$ cat src/rtl/cfg_seq_pkg.sv
// Shared types and constants for the LUT-tile configuration sequencer.
// Optional tlast checking is enabled by defining CFG_SEQ_TLAST_CHECK_EN.
package cfg_seq_pkg;

    typedef enum logic [2:0] {
        ST_IDLE,
        ST_SELECT,
        ST_STREAM,
        ST_WAIT_LOAD,
        ST_NEXT,
        ST_RUN,
        ST_DRAIN,
        ST_ERROR
    } cfg_seq_state_t;

    localparam int unsigned CFG_SEQ_TIMEOUT_DEF = 255;

endpackage

$ cat src/rtl/cfg_seq_beat_counter.sv
// Saturating up-counter with clear, increment and terminal-count flags.
// Shared by the beat counter and the load-timeout counter.
module cfg_seq_beat_counter #(
    parameter int unsigned MAX = 4,
    parameter int unsigned CW  = $clog2(MAX + 1)
) (
    input  logic clk,
    input  logic rst_n,
    input  logic i_clr,
    input  logic i_inc,
    output logic o_last,
    output logic o_tc
);

    logic [CW-1:0] r_cnt;

    // Saturates at MAX so a stray increment can never wrap to zero.
    always_ff @(posedge clk) begin
        if (!rst_n || i_clr) begin
            r_cnt <= '0;
        end else if (i_inc && !o_tc) begin
            r_cnt <= r_cnt + CW'(1);
        end
    end

    assign o_tc   = (r_cnt == CW'(MAX));
    assign o_last = (r_cnt == CW'(MAX - 1));

endmodule

$ cat src/rtl/cfg_sequencer.sv
// Loads truth tables into NUM_TILES LUT tiles in turn, then enables run.
// Define CFG_SEQ_TLAST_CHECK_EN to validate s_tlast against the beat count.
module cfg_sequencer
    import cfg_seq_pkg::*;
#(
    parameter int unsigned NUM_TILES = 4,
    parameter int unsigned WIDTH     = 4,
    parameter int unsigned TIMEOUT   = CFG_SEQ_TIMEOUT_DEF
) (
    input  logic                 clk,
    input  logic                 rst_n,
    input  logic                 start,
    input  logic                 stop,
    input  logic                 s_tvalid,
    output logic                 s_tready,
    input  logic                 s_tdata,
    input  logic                 s_tlast,
    output logic [NUM_TILES-1:0] tile_cfg,
    output logic [NUM_TILES-1:0] tile_tvalid,
    output logic                 tile_tdata,
    output logic                 tile_tlast,
    input  logic [NUM_TILES-1:0] tile_tready,
    input  logic [NUM_TILES-1:0] tile_cfg_ready,
    output logic                 run,
    output logic                 busy,
    output logic                 done,
    output logic                 error
);

    localparam int unsigned DEPTH = 2 ** WIDTH;
    localparam int unsigned SW    = (NUM_TILES > 1) ? $clog2(NUM_TILES) : 1;
    localparam logic [SW-1:0] LAST_SEL = SW'(NUM_TILES - 1);

    cfg_seq_state_t r_state;
    cfg_seq_state_t w_next;
    logic [SW-1:0]  r_sel;
    logic           r_done;
    logic           w_stream;
    logic           w_hs;
    logic           w_beat_last;
    logic           w_beat_tc;
    logic           w_to_last;
    logic           w_to_tc;
    logic           w_tlast_bad;
    logic           w_sel_clr;
    logic           w_sel_inc;
    logic           w_go;
    logic [NUM_TILES-1:0] w_sel_oh;

    cfg_seq_beat_counter #(.MAX(DEPTH)) u_beat (
        .clk    (clk),
        .rst_n  (rst_n),
        .i_clr  (r_state == ST_SELECT),
        .i_inc  (w_hs),
        .o_last (w_beat_last),
        .o_tc   (w_beat_tc)
    );

    cfg_seq_beat_counter #(.MAX(TIMEOUT)) u_timeout (
        .clk    (clk),
        .rst_n  (rst_n),
        .i_clr  (r_state != ST_WAIT_LOAD),
        .i_inc  (1'b1),
        .o_last (w_to_last),
        .o_tc   (w_to_tc)
    );

    assign w_sel_oh    = NUM_TILES'(1) << r_sel;
    assign w_stream    = (r_state == ST_STREAM) && !w_beat_tc;
    assign s_tready    = w_stream && tile_tready[r_sel];
    assign w_hs        = s_tvalid && s_tready;
    assign tile_tvalid = {NUM_TILES{w_stream && s_tvalid}} & w_sel_oh;
    assign tile_cfg    = {NUM_TILES{r_state == ST_SELECT}} & w_sel_oh;
    assign tile_tdata  = s_tdata;

`ifdef CFG_SEQ_TLAST_CHECK_EN
    // Only the very last beat of the last tile may carry tlast.
    assign w_tlast_bad = w_hs &&
        (s_tlast != ((r_sel == LAST_SEL) && w_beat_last));
    assign tile_tlast  = s_tlast;
`else
    logic w_unused_tlast;
    assign w_unused_tlast = s_tlast;
    assign w_tlast_bad    = 1'b0;
    assign tile_tlast     = (r_state == ST_STREAM) && w_beat_last;
`endif

    always_comb begin
        w_next    = r_state;
        w_sel_clr = 1'b0;
        w_sel_inc = 1'b0;
        w_go      = 1'b0;
        unique case (r_state)
            ST_IDLE: begin
                if (start) begin
                    w_next    = ST_SELECT;
                    w_sel_clr = 1'b1;
                    w_go      = 1'b1;
                end
            end
            ST_SELECT: w_next = ST_STREAM;
            ST_STREAM: begin
                if (w_tlast_bad) begin
                    w_next = ST_ERROR;
                end else if (w_hs && w_beat_last) begin
                    w_next = ST_WAIT_LOAD;
                end
            end
            ST_WAIT_LOAD: begin
                if (tile_cfg_ready[r_sel]) begin
                    w_next = ST_NEXT;
                end else if (w_to_last || w_to_tc) begin
                    w_next = ST_ERROR;
                end
            end
            ST_NEXT: begin
                if (r_sel == LAST_SEL) begin
                    w_next = ST_RUN;
                end else begin
                    w_next    = ST_SELECT;
                    w_sel_inc = 1'b1;
                end
            end
            ST_RUN: begin
                if (stop) begin
                    w_next = ST_IDLE;
                end else if (start) begin
                    w_next = ST_DRAIN;
                    w_go   = 1'b1;
                end
            end
            ST_DRAIN: begin
                w_next    = ST_SELECT;
                w_sel_clr = 1'b1;
            end
            ST_ERROR: begin
                if (start) begin
                    w_next    = ST_SELECT;
                    w_sel_clr = 1'b1;
                    w_go      = 1'b1;
                end
            end
            default: w_next = ST_IDLE;
        endcase
    end

    always_ff @(posedge clk) begin
        if (!rst_n) begin
            r_state <= ST_IDLE;
            r_sel   <= '0;
            r_done  <= 1'b0;
        end else begin
            r_state <= w_next;
            if (w_sel_clr) begin
                r_sel <= '0;
            end else if (w_sel_inc) begin
                r_sel <= r_sel + SW'(1);
            end
            if (w_go) begin
                r_done <= 1'b0;
            end else if (r_state == ST_NEXT && r_sel == LAST_SEL) begin
                r_done <= 1'b1;
            end
        end
    end

    assign run   = (r_state == ST_RUN);
    assign error = (r_state == ST_ERROR);
    assign done  = r_done;
    assign busy  = (r_state == ST_SELECT) || (r_state == ST_STREAM) ||
                   (r_state == ST_WAIT_LOAD) || (r_state == ST_NEXT) ||
                   (r_state == ST_DRAIN);

endmodule

$ cat config.mk
export PLATFORM = sky130hd
export DESIGN_NAME = cfg_sequencer
export DESIGN_NICKNAME = d
export VERILOG_FILES = /design/src/rtl/cfg_seq_pkg.sv /design/src/rtl/cfg_seq_beat_counter.sv /design/src/rtl/cfg_sequencer.sv
export SDC_FILE = /design/constraint.sdc
export NUM_CORES = 1
export LEC_CHECK = 0
export CELL_PAD_IN_SITES_DETAIL_PLACEMENT = 1
export CELL_PAD_IN_SITES_GLOBAL_PLACEMENT = 1
export CORE_ASPECT_RATIO = 0.75
export CORE_MARGIN = 1.5
export CORE_UTILIZATION = 40
export CTS_CLUSTER_DIAMETER = 60
export CTS_CLUSTER_SIZE = 24
export DETAILED_ROUTE_END_ITERATION = 10
export GPL_TIMING_DRIVEN = 0
export PLACE_DENSITY = 0.95
export SKIP_LAST_GASP = 1
export SYNTH_ARGS = -nofsm -noshare
export SYNTH_HDL_FRONTEND = slang
export SYNTH_HIERARCHICAL = 1
export SYNTH_SLANG_ARGS = --single-unit
$ cat constraint.sdc
create_clock -name clk -period 3.95 [get_ports clk]
set_clock_uncertainty 0.15 [all_clocks]
set_input_delay 0.395 -clock clk [delete_from_list [all_inputs] [get_ports clk]]
set_output_delay 0.395 -clock clk [all_outputs]
set_load 0.05 [all_outputs]
==> results.txt <==
The run finished with clean final reports. The total CTS buffers is 3. After synthesis, the netlist uses 51 different library cells.

The ratio of routed vias to standard cells is 5.54. In the routed design, unresolved DRC markers number 0. The reg-to-reg startpoint is r_state[1]. The routed design has 3850 µm of wire. In this run the most critical hold path is launched from u_beat/r_cnt[1]. The area occupied by multi-input gates is 893 µm². The mapped cell area is 1340 µm².

The final RePlAce weighted congestion is 0.828. The largest stage delay on the critical path is 0.80 ns. STA puts the critical path data arrival time at 2.58 ns. The worst-path maximum fanout is 6. The top-level I/O count is 30. The clock reaches the later pin of the worst-skew pair after 0.26 ns.

The shortest clock period the worst path allows after layout came out at 3.12 ns. The first routing iteration left 37 violations. The share of the synthesized area in compound gates (AO/OA/AOI/OAI) came out at 17.3%. The total congestion overflow after global routing is 0. The count of instances resized after the clock tree is built came out at 0. The largest individual stage delay along the critical path comes from the cell clkdlybuf4s50_1. The fraction of synthesized area in multiplexers came out at 4.87%. The post-route setup TNS came out at 0 ns. The width of the die came out at 69.7 µm. In this run the tightest slew margin relative to its limit is 62.2%. Fill cells in the final layout number 393. The sequential standard cell area is 380 µm². The leakage component of the power came out at 0.667 nW.

The worst setup path is captured at a primary output. The post-synthesis sequential area ratio is 28.5%. In this run the number of H-tree levels came out at 1. The CTS root buffer is clkbuf_8.

The number of standard-cell rows in the floorplan is 17. The worst setup path category is flip-flop to primary output. The routed wirelength normalized by instance count came out at 16.7 µm.

The highest clock frequency the design can meet is 0.320 GHz. The number of nets still failing antenna checks after routing is 0. The first global-routing pass estimated 6380 µm of wire. The tightest min-delay check is of the flip-flop to flip-flop type. The net count reported at finish is 217.

The final clock period utilization by the worst path is 79.1%. Once the floorplan was initialized, standard cells occupied 43.6% of the core. The buffer depth of the longest clock path came out at 2. The areal power density over the cells is 468 nW/µm². After legalization and detailed placement, the total HPWL measured 2990 µm. After floorplanning, the core was sized to cover 3060 µm². The number of sinks driven by the clock tree is 19. The tightest hold margin came out at 0.362 ns. The measured slew at the worst slew-check pin came out at 0.559 ns. The first-pass iteration count of the detailed router came out at 4. STA puts the critical path data required time at 3.40 ns. The clock-pin slew on the worst setup and hold paths came out at 0.07 ns. The hold violation total from the final report is 0.

The die area is 3700 µm². The total global-route track usage is 22.3%. The number of antenna violations at the first check in global routing is 0. The number of port buffers is 27. The origin of the worst setup path is r_state[1]. The layout overhead on the synthesized area is 29.0%. The flip-flop cell with the highest count after synthesis is dfxtp_1. Of the total synthesized cell area, the portion taken by XOR and XNOR cells is 2.62%.

The share of cells above drive strength 1 is 13.0%. The count of antenna diodes in the layout is 0. The number of standard cells after synthesis came out at 155.

Buffers inserted to repair hold after CTS numbered 0. The top cell type's share of synthesized area is 28.5%. The share of synthesized cell area in full adder, half adder and majority cells came out at 8.43%. The total of endpoints with negative setup slack in the final report came out at 0. Across the run, the number of max-cap violations was 0. The yosys synthesis warning count is 6.

The mean instance size in the synthesized netlist came out at 8.61 µm². The largest vdd supply drop came out at 0.333 mV. The main combinational cell family by area after synthesis is simple AND/OR/NAND/NOR gates. Setup repair after global routing left no endpoint under its margin. The final max-slew violation count came out at 0. The largest area contributor in the netlist is dfxtp_1. Ranked by total cell area, the synthesized netlist is headed by dfxtp_1 (28%), ha_1 (8.4%), and2_1 (4.2%), a21oi_1 (3.4%), inv_1 (3.4%). Traced cell by cell, the critical path runs through or3b_2 > nor3b_2 > and2_1 > clkdlybuf4s50_1. STA classifies the critical path startpoint as a flip-flop.

The total vias in the final route is 1274. The die boundary height came out at 53.0 µm. The largest net degree at the start of global routing came out at 12. The cell total after placement came out at 226. The fraction of synthesis flops using an asynchronous set or reset pin is 0%. The basic-gate share of the synthesized area counting and, or, nand and nor cells is 31.7%. TritonCTS built the clock tree. In this run the post-CTS setup repair buffer count came out at 0. The number of synthesized flops with an enable pin is 0. After synthesis the netlist holds a flip-flop and latch count of 19. For this run, the number of standard cells in the final layout without fillers is 230. The number of global-route vias before repair came out at 1297.
==> where the power goes <==
part	switching [mW]	total [mW]	internal (mW)
Clock	0.0685	0.139	0.0702
Combinational	0.263	0.424	0.162
Sequential	0.0317	0.242	0.211
Total	0.363	0.805	0.443
==> flip-flops by register name, indices dropped and copies added, names as in the netlist <==
signal,flops
r_state,3
u_timeout/r_cnt,8
r_sel,2
done,1
u_beat/r_cnt,5
==> per-stage QoR <==
stage               setup WS [ns]  total power [mW]  util (%)  area (µm²)
floorplan                    1.38             0.532         -        1360
global placement             1.24             0.634      54.7        1680
detailed placement           1.16             0.655      54.7        1680
CTS                         0.855             0.807      56.2        1720
global route                0.789             0.847      56.2        1720
finish                      0.827             0.805      56.2        1720
==> synth_stat cells (2+ instances only) <==
library cell and n:
a211oi_1 3, a21oi_1 9, a31oi_1 7, and2_1 9, and3_1 2, and3_2 2
and4_1 2, buf_6 2, dfxtp_1 19, ha_1 9, inv_1 12, mux2i_1 2
mux4_2 2, nand2_1 9, nand3_1 5, nand4_1 2, nor2_1 10, nor3_1 5
o211a_1 2, o211ai_1 2, o21ai_0 8, xnor2_1 2, xor2_1 2
==> layer usage <==
metal,up-vias,track usage [%],wire length (µm)
li1,629,-,-
met1,625,27.6,1860
met2,18,41.8,1890
met3,2,4.57,91
met4,0,2.88,13
met5,-,0,0
==> kinds of logic (layout without fill, tap and decap cells) <==
kind of cell | Yosys count | after routing
AND/OR/NAND/NOR | 65 | 65
AO/OA/AOI/OAI | 36 | 36
flip-flops | 19 | 19
buffers and inverters | 17 | 48
adder cells (fa/ha/maj) | 9 | 9
XOR/XNOR | 4 | 4
multiplexers | 4 | 4
other | 1 | 7
==> critical path, delay by kind of cell (launching register included) <==
kind          cells  cell delay (ns)
buf+inv           1             0.80
flops             1             0.45
simple gates      3             1.06
==> area by class of cell <==
cell class	instances	area share, %
well taps	38	2.76
multi-input cells	125	51.9
plain buffers	4	2.03
clock buffers	3	2.40
flip-flops and latches	19	22.1
inverters	13	2.83
repair buffers	27	15.7
clock inverters	1	0.291
==> layout by cell type (no fill, tap or decap), types with 2 or more instances in the layout <==
cell type	n
a21oi_1	9
nand3_1	5
o21ai_0	8
mux4_2	2
nor2_1	10
xnor2_1	2
a31oi_1	7
and3_2	2
and4_1	2
clkdlybuf4s50_1	27
xor2_1	2
nor3_1	5
mux2i_1	2
buf_6	2
o211a_1	2
a211oi_1	3
nand4_1	2
inv_1	12
o211ai_1	2
dfxtp_1	19
conb_1	7
ha_1	9
nand2_1	9
and3_1	2
clkbuf_8	3
and2_1	9
==> final timing paths <==
| check | end | slack (ns) | cells past startpoint |
|---|---|---|---|
| setup / recovery | tile_tvalid[1] | 0.83 | 4 |
| hold / removal | u_beat/r_cnt[1] | 0.36 | 2 |
| setup reg to reg | u_beat/r_cnt[3] | 1.70 | 6 |
| hold reg to reg | u_beat/r_cnt[1] | 0.36 | 2 |
Power figures use the tool's default switching activity.
